## config.mk

```make
export PLATFORM = sky130hd
export DESIGN_NAME = lsu
export DESIGN_NICKNAME = d
export VERILOG_FILES = /design/src/rtl/lsu_pkg.sv /design/src/rtl/lsu_align.sv /design/src/rtl/lsu.sv
export SDC_FILE = /design/constraint.sdc
export NUM_CORES = 1
export LEC_CHECK = 0
export CORE_UTILIZATION = 47
export DETAILED_ROUTE_END_ITERATION = 10
export PLACE_DENSITY = 0.82
export SYNTH_ARGS = -nofsm -noshare
export SYNTH_HDL_FRONTEND = slang
export SYNTH_SLANG_ARGS = --single-unit
```

## constraint.sdc

```tcl
create_clock -name clk -period 2 [get_ports clk]
set_input_delay 0.3 -clock clk [delete_from_list [all_inputs] [get_ports clk]]
set_output_delay 0.3 -clock clk [all_outputs]
set_load 0.01 [all_outputs]
```

## src/rtl/lsu_pkg.sv

```systemverilog
// ============================================================================
// Module      : lsu_pkg
// Description : Shared encodings for the load/store unit: load, store and
//               writeback-select codes, FSM state enum, byte-enable constants
//               and small decode helpers.
// Revision    : 1.0 - initial release
// ============================================================================
`default_nettype none

package lsu_pkg;

  // Load type codes (110/111 decode as "no load")
  localparam logic [2:0] LD_NONE = 3'b000;
  localparam logic [2:0] LD_LB   = 3'b001;
  localparam logic [2:0] LD_LH   = 3'b010;
  localparam logic [2:0] LD_LW   = 3'b011;
  localparam logic [2:0] LD_LBU  = 3'b100;
  localparam logic [2:0] LD_LHU  = 3'b101;

  // Store type codes
  localparam logic [1:0] ST_NONE = 2'b00;
  localparam logic [1:0] ST_SB   = 2'b01;
  localparam logic [1:0] ST_SH   = 2'b10;
  localparam logic [1:0] ST_SW   = 2'b11;

  // Writeback select: only this code picks load data
  localparam logic [1:0] MTR_LOAD = 2'b01;

  // Byte-enable constants
  localparam logic [3:0] BE_NONE  = 4'b0000;
  localparam logic [3:0] BE_BYTE0 = 4'b0001;
  localparam logic [3:0] BE_LO_HW = 4'b0011;
  localparam logic [3:0] BE_HI_HW = 4'b1100;
  localparam logic [3:0] BE_ALL   = 4'b1111;

  typedef enum logic [1:0] {
    S_IDLE = 2'b00,
    S_REQ  = 2'b01,
    S_WAIT = 2'b10
  } state_e;

  function automatic logic is_load(input logic [2:0] ld);
    return (ld != LD_NONE) && (ld <= LD_LHU);
  endfunction

  // Stores win over loads when both controls are set, so the store type
  // alone decides alignment in that case.
  function automatic logic is_misaligned(input logic [2:0] ld,
                                         input logic [1:0] st,
                                         input logic [1:0] lo);
    logic bad;
    bad = 1'b0;
    if (st != ST_NONE) begin
      if (st == ST_SH) bad = lo[0];
      if (st == ST_SW) bad = (lo != 2'b00);
    end else begin
      if (ld == LD_LH || ld == LD_LHU) bad = lo[0];
      if (ld == LD_LW)                 bad = (lo != 2'b00);
    end
    return bad;
  endfunction

endpackage

`default_nettype wire

```

## src/rtl/lsu_align.sv

```systemverilog
// ============================================================================
// Module      : lsu_align
// Description : Combinational lane logic for the LSU.
//               Store side: byte-enable generation and lane replication.
//               Load side : byte/halfword extraction with sign/zero extend.
// Ports       : st_addr_lo/st_type/st_data -> st_be, st_wdata
//               ld_addr_lo/ld_type/ld_rdata -> ld_data
// Revision    : 1.0 - initial release
// ============================================================================
`default_nettype none

module lsu_align
  import lsu_pkg::*;
(
  input  logic [1:0]  st_addr_lo,
  input  logic [1:0]  st_type,
  input  logic [31:0] st_data,
  output logic [3:0]  st_be,
  output logic [31:0] st_wdata,
  input  logic [1:0]  ld_addr_lo,
  input  logic [2:0]  ld_type,
  input  logic [31:0] ld_rdata,
  output logic [31:0] ld_data
);

  logic [7:0]  ld_byte;
  logic [15:0] ld_half;

  always_comb begin
    st_be    = BE_NONE;
    st_wdata = 32'h0;
    case (st_type)
      ST_SB: begin
        st_be    = BE_BYTE0 << st_addr_lo;
        st_wdata = {4{st_data[7:0]}};
      end
      ST_SH: begin
        st_be    = st_addr_lo[1] ? BE_HI_HW : BE_LO_HW;
        st_wdata = {2{st_data[15:0]}};
      end
      ST_SW: begin
        st_be    = BE_ALL;
        st_wdata = st_data;
      end
      default: ;
    endcase
  end

  always_comb begin
    ld_byte = 8'h0;
    case (ld_addr_lo)
      2'd0:    ld_byte = ld_rdata[7:0];
      2'd1:    ld_byte = ld_rdata[15:8];
      2'd2:    ld_byte = ld_rdata[23:16];
      default: ld_byte = ld_rdata[31:24];
    endcase
    ld_half = ld_addr_lo[1] ? ld_rdata[31:16] : ld_rdata[15:0];

    ld_data = 32'h0;
    case (ld_type)
      LD_LB:   ld_data = {{24{ld_byte[7]}}, ld_byte};
      LD_LH:   ld_data = {{16{ld_half[15]}}, ld_half};
      LD_LW:   ld_data = ld_rdata;
      LD_LBU:  ld_data = {24'h0, ld_byte};
      LD_LHU:  ld_data = {16'h0, ld_half};
      default: ld_data = 32'h0;
    endcase
  end

endmodule

`default_nettype wire

```

## src/rtl/lsu.sv

```systemverilog
// ============================================================================
// Module      : lsu
// Description : Load/store pipeline stage. Accepts the exe2lsu bundle, runs a
//               req/gnt/rvalid handshake to data memory and registers the
//               writeback bundle. lsu_wait stalls execute while busy.
// Ports       : clk, rst (sync, active high); exe2lsu bundle in;
//               dmem_* memory interface; wb_* writeback out; lsu_wait;
//               misalign_err.
// Options     : LSU_MISALIGN_CHECK_EN - drop misaligned half/word accesses
//               and pulse misalign_err instead (tied 0 when undefined).
// Revision    : 1.0 - initial release
// ============================================================================
`default_nettype none

module lsu
  import lsu_pkg::*;
#(
  parameter int WIDTH = 32
) (
  input  logic             clk,
  input  logic             rst,
  input  logic [WIDTH-1:0] alu_result,
  input  logic [WIDTH-1:0] Rd2_exe2lsu,
  input  logic [1:0]       Memtoreg_exe2lsu,
  input  logic [2:0]       Ld_cntr_exe2lsu,
  input  logic [1:0]       St_cntr_exe2lsu,
  input  logic             RegW_exe2lsu,
  input  logic [4:0]       wr_addr_exe2lsu,
  output logic             lsu_wait,
  output logic             dmem_req,
  output logic             dmem_we,
  output logic [3:0]       dmem_be,
  output logic [WIDTH-1:0] dmem_addr,
  output logic [WIDTH-1:0] dmem_wdata,
  input  logic             dmem_gnt,
  input  logic             dmem_rvalid,
  input  logic [WIDTH-1:0] dmem_rdata,
  output logic [WIDTH-1:0] wb_data,
  output logic             wb_regw,
  output logic [4:0]       wb_addr,
  output logic             misalign_err
);

  state_e            state;
  logic              lat_store;
  logic [2:0]        lat_ld;
  logic [1:0]        lat_mtr;
  logic [WIDTH-1:0]  lat_alu;
  logic              lat_regw;
  logic [4:0]        lat_wr;

  logic              is_store;
  logic              mem_op;
  logic              accept;
  logic [3:0]        st_be;
  logic [WIDTH-1:0]  st_wdata;
  logic [WIDTH-1:0]  ld_data;

  assign is_store = (St_cntr_exe2lsu != ST_NONE);
  assign mem_op   = is_store | is_load(Ld_cntr_exe2lsu);

`ifdef LSU_MISALIGN_CHECK_EN
  logic misaligned;
  logic misalign_q;
  assign misaligned   = mem_op & is_misaligned(Ld_cntr_exe2lsu, St_cntr_exe2lsu,
                                                alu_result[1:0]);
  assign accept       = mem_op & ~misaligned;
  assign misalign_err = misalign_q;
`else
  assign accept       = mem_op;
  assign misalign_err = 1'b0;
`endif

  assign lsu_wait = (state != S_IDLE) | accept;

  // Store lanes come from the live inputs (registered on accept); load
  // extraction uses the latched address/type against returning rdata.
  lsu_align u_align (
    .st_addr_lo (alu_result[1:0]),
    .st_type    (St_cntr_exe2lsu),
    .st_data    (Rd2_exe2lsu),
    .st_be      (st_be),
    .st_wdata   (st_wdata),
    .ld_addr_lo (lat_alu[1:0]),
    .ld_type    (lat_ld),
    .ld_rdata   (dmem_rdata),
    .ld_data    (ld_data)
  );

  always_ff @(posedge clk) begin
    if (rst) begin
      state      <= S_IDLE;
      dmem_req   <= 1'b0;
      dmem_we    <= 1'b0;
      dmem_be    <= BE_NONE;
      dmem_addr  <= '0;
      dmem_wdata <= '0;
      wb_data    <= '0;
      wb_regw    <= 1'b0;
      wb_addr    <= 5'd0;
      lat_store  <= 1'b0;
      lat_ld     <= LD_NONE;
      lat_mtr    <= 2'b00;
      lat_alu    <= '0;
      lat_regw   <= 1'b0;
      lat_wr     <= 5'd0;
`ifdef LSU_MISALIGN_CHECK_EN
      misalign_q <= 1'b0;
`endif
    end else begin
      wb_regw <= 1'b0;
`ifdef LSU_MISALIGN_CHECK_EN
      misalign_q <= 1'b0;
`endif
      case (state)
        S_IDLE: begin
          if (accept) begin
            lat_store  <= is_store;
            lat_ld     <= Ld_cntr_exe2lsu;
            lat_mtr    <= Memtoreg_exe2lsu;
            lat_alu    <= alu_result;
            lat_regw   <= RegW_exe2lsu;
            lat_wr     <= wr_addr_exe2lsu;
            dmem_req   <= 1'b1;
            dmem_we    <= is_store;
            dmem_be    <= is_store ? st_be : BE_ALL;
            dmem_addr  <= {alu_result[WIDTH-1:2], 2'b00};
            dmem_wdata <= is_store ? st_wdata : '0;
            state      <= S_REQ;
`ifdef LSU_MISALIGN_CHECK_EN
          end else if (misaligned) begin
            misalign_q <= 1'b1;
`endif
          end else begin
            wb_data <= alu_result;
            wb_regw <= RegW_exe2lsu;
            wb_addr <= wr_addr_exe2lsu;
          end
        end
        S_REQ: begin
          if (dmem_gnt) begin
            dmem_req <= 1'b0;
            dmem_we  <= 1'b0;
            dmem_be  <= BE_NONE;
            state    <= lat_store ? S_IDLE : S_WAIT;
          end
        end
        S_WAIT: begin
          if (dmem_rvalid) begin
            wb_data <= (lat_mtr == MTR_LOAD) ? ld_data : lat_alu;
            wb_regw <= lat_regw;
            wb_addr <= lat_wr;
            state   <= S_IDLE;
          end
        end
        default: state <= S_IDLE;
      endcase
    end
  end

endmodule

`default_nettype wire

```

==> impl_metrics.sql <==
INSERT INTO impl_metrics (metric_group, metric, value, unit) VALUES
('run_status', 'run_status', 'finished, final reports clean', ''),
('global_route', 'grt_pass1_vias', '7136', ''),
('drt', 'post-route-drc-count', '0', ''),
('drt', 'topRoutingLayerUsed', 'met4', ''),
('clock_network', 'clockBufferDepth', '2', ''),
('timing', 'fin_max_slew_vios', '0', ''),
('place', 'place.port_buffers', '219', ''),
('drt', 'met2_wirelength', '11300', 'um'),
('pwr', 'cellLeakagePower', '3.79', 'nW'),
('timing', 'timing.final.crit_share', '96.7', '%'),
('floorplan', 'die_width', '121', 'um'),
('timing', 'achievable-frequency', '0.517', 'GHz'),
('yosys', 'ys_dominant_reg_cell', 'dfxtp_1', ''),
('yosys', 'synth.ff_latch_count', '122', ''),
('setup_path', 'worst_ep_arrival_time', '2190', 'ps'),
('setup_path', 'regToRegStartpoint', 'lat_alu[1]', ''),
('yosys', 'yosysWarnings', '0', ''),
('yosys', 'cell_type_contributing_the_most_total_cell_area_after_synthesis', 'dfxtp_1', ''),
('clock_network', 'clock_pin_slew_of_the_registers_on_the_worst_case_setup_and_hold_paths', '60', 'ps'),
('timing', 'slew_headroom', '59.9', '%'),
('setup_path', 'timing.critical_path.from', 'Ld_cntr_exe2lsu[1]', ''),
('setup_path', 'crit_path_start_kind', 'input port', ''),
('setup_path', 'crit_fanout', '22', ''),
('flow_run', 'max-cap-violations', '0', ''),
('worst_hold_path', 'number_of_cells_on_the_worst_hold_path', '2', ''),
('setup_path', 'rrSetupSlack', '100', 'ps'),
('timing', 'grt_setup_unrepaired', 'false', ''),
('drt', 'wl_met1', '9680', 'um'),
('timing', 'final_hold_violations', '0', ''),
('yosys', 'post_synth_top_area_share', '36.5', '%'),
('setup_path', 'worst_ep_required_time', '2260', 'ps'),
('global_route', 'grt_remaining_overflow', '0', ''),
('setup_path', 'r2r.worst_path.cells', '6', ''),
('yosys', 'mappedNetlistArea', '6690', 'um^2'),
('drt', 'num_vias', '7487', ''),
('drt', 'antenna_violating_nets_post_route', '0', ''),
('timing', 'max_clock_skew', '6.04', 'ps'),
('worst_hold_path', 'worst_hold_path.endpoint', 'lat_store', ''),
('yosys', 'synth_async_sr_flop_share', '0', '%'),
('floorplan', 'fp-row-count', '43', ''),
('setup_path', 'critPathKind', 'input port to register', ''),
('pwr', 'cellPowerDensity', '830', 'nW/um^2'),
('layout', 'fin_util', '73.2', '%'),
('setup_path', 'endpoint_kind', 'register', ''),
('worst_hold_path', 'min_path_type', 'input port to register', ''),
('clock_network', 'cts_tree', 'built', ''),
('layout', 'final_net_count', '1170', ''),
('clock_network', 'cts_root_buf', 'clkbuf_16', ''),
('global_route', 'grt_max_degree', '52', ''),
('clock_network', 'clock_latency', '410', 'ps'),
('timing', 'totalNegativeSetupSlack', '0', 'ps'),
('layout', 'drive_gt1_share', '17.5', '%'),
('floorplan', 'core', '13900', 'um^2'),
('global_route', 'first_pass_grt_wire_length', '37200', 'um'),
('floorplan', 'dieArea', '14700', 'um^2'),
('clock_network', 'cts_buffers', '17', ''),
('yosys', 'synth_enable_flop_cells', '0', ''),
('yosys', 'syn-mean-instance-area', '7.99', 'um^2'),
('yosys', 'synth_cell_type_count', '48', ''),
('floorplan', 'dieHeight', '121', 'um'),
('drt', 'dr_wl_met3', '2240', 'um'),
('worst_hold_path', 'holdCritStartpoint', 'rst', ''),
('floorplan', 'ioPinCount', '223', ''),
('drt', 'finalWirelength', '24200', 'um'),
('timing', 'timing.hold.ws', '309', 'ps'),
('global_route', 'antenna_found_initial', '0', ''),
('drt', 'drt_pass1_iterations', '7', ''),
('clock_network', 'clock_sink_count', '122', ''),
('drt', 'wl_per_cell', '19.3', 'um'),
('pwr', 'ir_worst_vdd', '0.000652', 'V'),
('pwr', 'p_total', '8.44', 'mW');
-- where the power goes --
group	switching (mW)	leakage, nW	internal, mW
sequential	0.145	1.00	2.62
combinational	0.990	2.44	1.01
clock	1.11	0.348	2.56
-- metrics by stage --
stage | instances | area [um^2] | setup WS [ps]
after floorplan | 840 | 6700 | 128
after global routing | 1250 | 10200 | 2.41
after detailed placement | 1212 | 9230 | -560
final | 1250 | 10200 | 65.3
after CTS | 1250 | 10100 | 17.4
after global placement | 1212 | 9230 | -488
-- cell type report --
class,instances,area [um^2]
multi-input cells,597,3770
fillers,1050,3710
flip-flops and latches,122,2440
clock inverters,11,238
repair buffers,305,2970
clock buffers,21,470
well taps,180,225
inverters,14,52.6
-- how the worst max path moves through the flow --
stage                             end  cells past startpoint
after detailed placement   wb_data[3]                      8
after global placement       lsu_wait                      6
after CTS                 wb_data[31]                      6
after global routing       wb_data[7]                      9
final                     wb_data[23]                      8
after floorplan            wb_data[3]                      7
-- synthesized netlist by cell type, types with 7 or more instances --
cell type  number
a222oi_1        8
a21oi_1       114
nand2b_1       19
dfxtp_1       122
buf_4          36
buf_2          19
a22oi_1        24
nor2_1         74
o2111ai_1       7
mux2i_1        10
nand2_1       159
a21o_1         16
clkbuf_1       44
o32ai_1        15
inv_1          13
mux4_2          8
mux2_2         16
or3_1          13
a311oi_1       14
a22o_1         27
o21ai_0        13
-- repair_timing --
action | in CTS | in global routing
resized for setup | 34 | 12
buffers inserted | 4 | 0
hold buffers | 0 | 0
setup endpoints to repair | 25 | 25
gates cloned | 2 | 0
pin swaps | 7 | 2
-- worst max-delay path: stages --
cell and delay [ps]:
dlygate4sd2_1 240, or3_4 390, a211o_4 370, buf_4 160, buf_6 150, or3_1 330
a21oi_2 180, a2111oi_2 70
-- metal layers --
| metal | vias up | global-route usage (%) |
|---|---|---|
| met5 | - | 0 |
| met4 | 0 | 14.3 |
| met3 | 76 | 6.58 |
| met2 | 445 | 52.7 |
| met1 | 3536 | 41.9 |
| li1 | 3430 | - |
-- kinds of logic (layout without fill, tap and decap cells) --
logic type / after synthesis / in the layout / synth area share, %
AO/OA/AOI/OAI: 274 / 274 / 29.2
XOR/XNOR: 2 / 2 / 0.262
buffers and inverters: 121 / 351 / 9.38
flip-flops: 122 / 122 / 36.5
multiplexers: 34 / 34 / 6.88
other: 1 / 3 / 0.0560
AND/OR/NAND/NOR: 284 / 284 / 17.7
-- cell usage in the layout, fill, tap and decap left out, types with 9 or more instances in the layout --
master             n
a22o_1            27
mux2i_1            9
nand2_1          158
o21ai_0           13
buf_4             75
nor2_1            71
a21o_1            16
a311oi_1          11
a22oi_1           24
or3_1             11
o32ai_1           14
a21oi_1          107
clkdlybuf4s50_1  214
a2111oi_2          9
nand2b_1          19
dfxtp_1          120
mux2_2            16
clkbuf_16         17
inv_1             12
-- state kept, by name, indices dropped and copies added, names as in the netlist --
signal,flops
lat_alu,32
lat_ld,3
wb_data,32
lat_regw,1
wb_regw,1
lat_store,1
dmem_wdata,32
wb_addr,5
lat_wr,5
state,2
dmem_be,4
lat_mtr,2
dmem_req,1
dmem_we,1
Power figures use the tool's default switching activity.
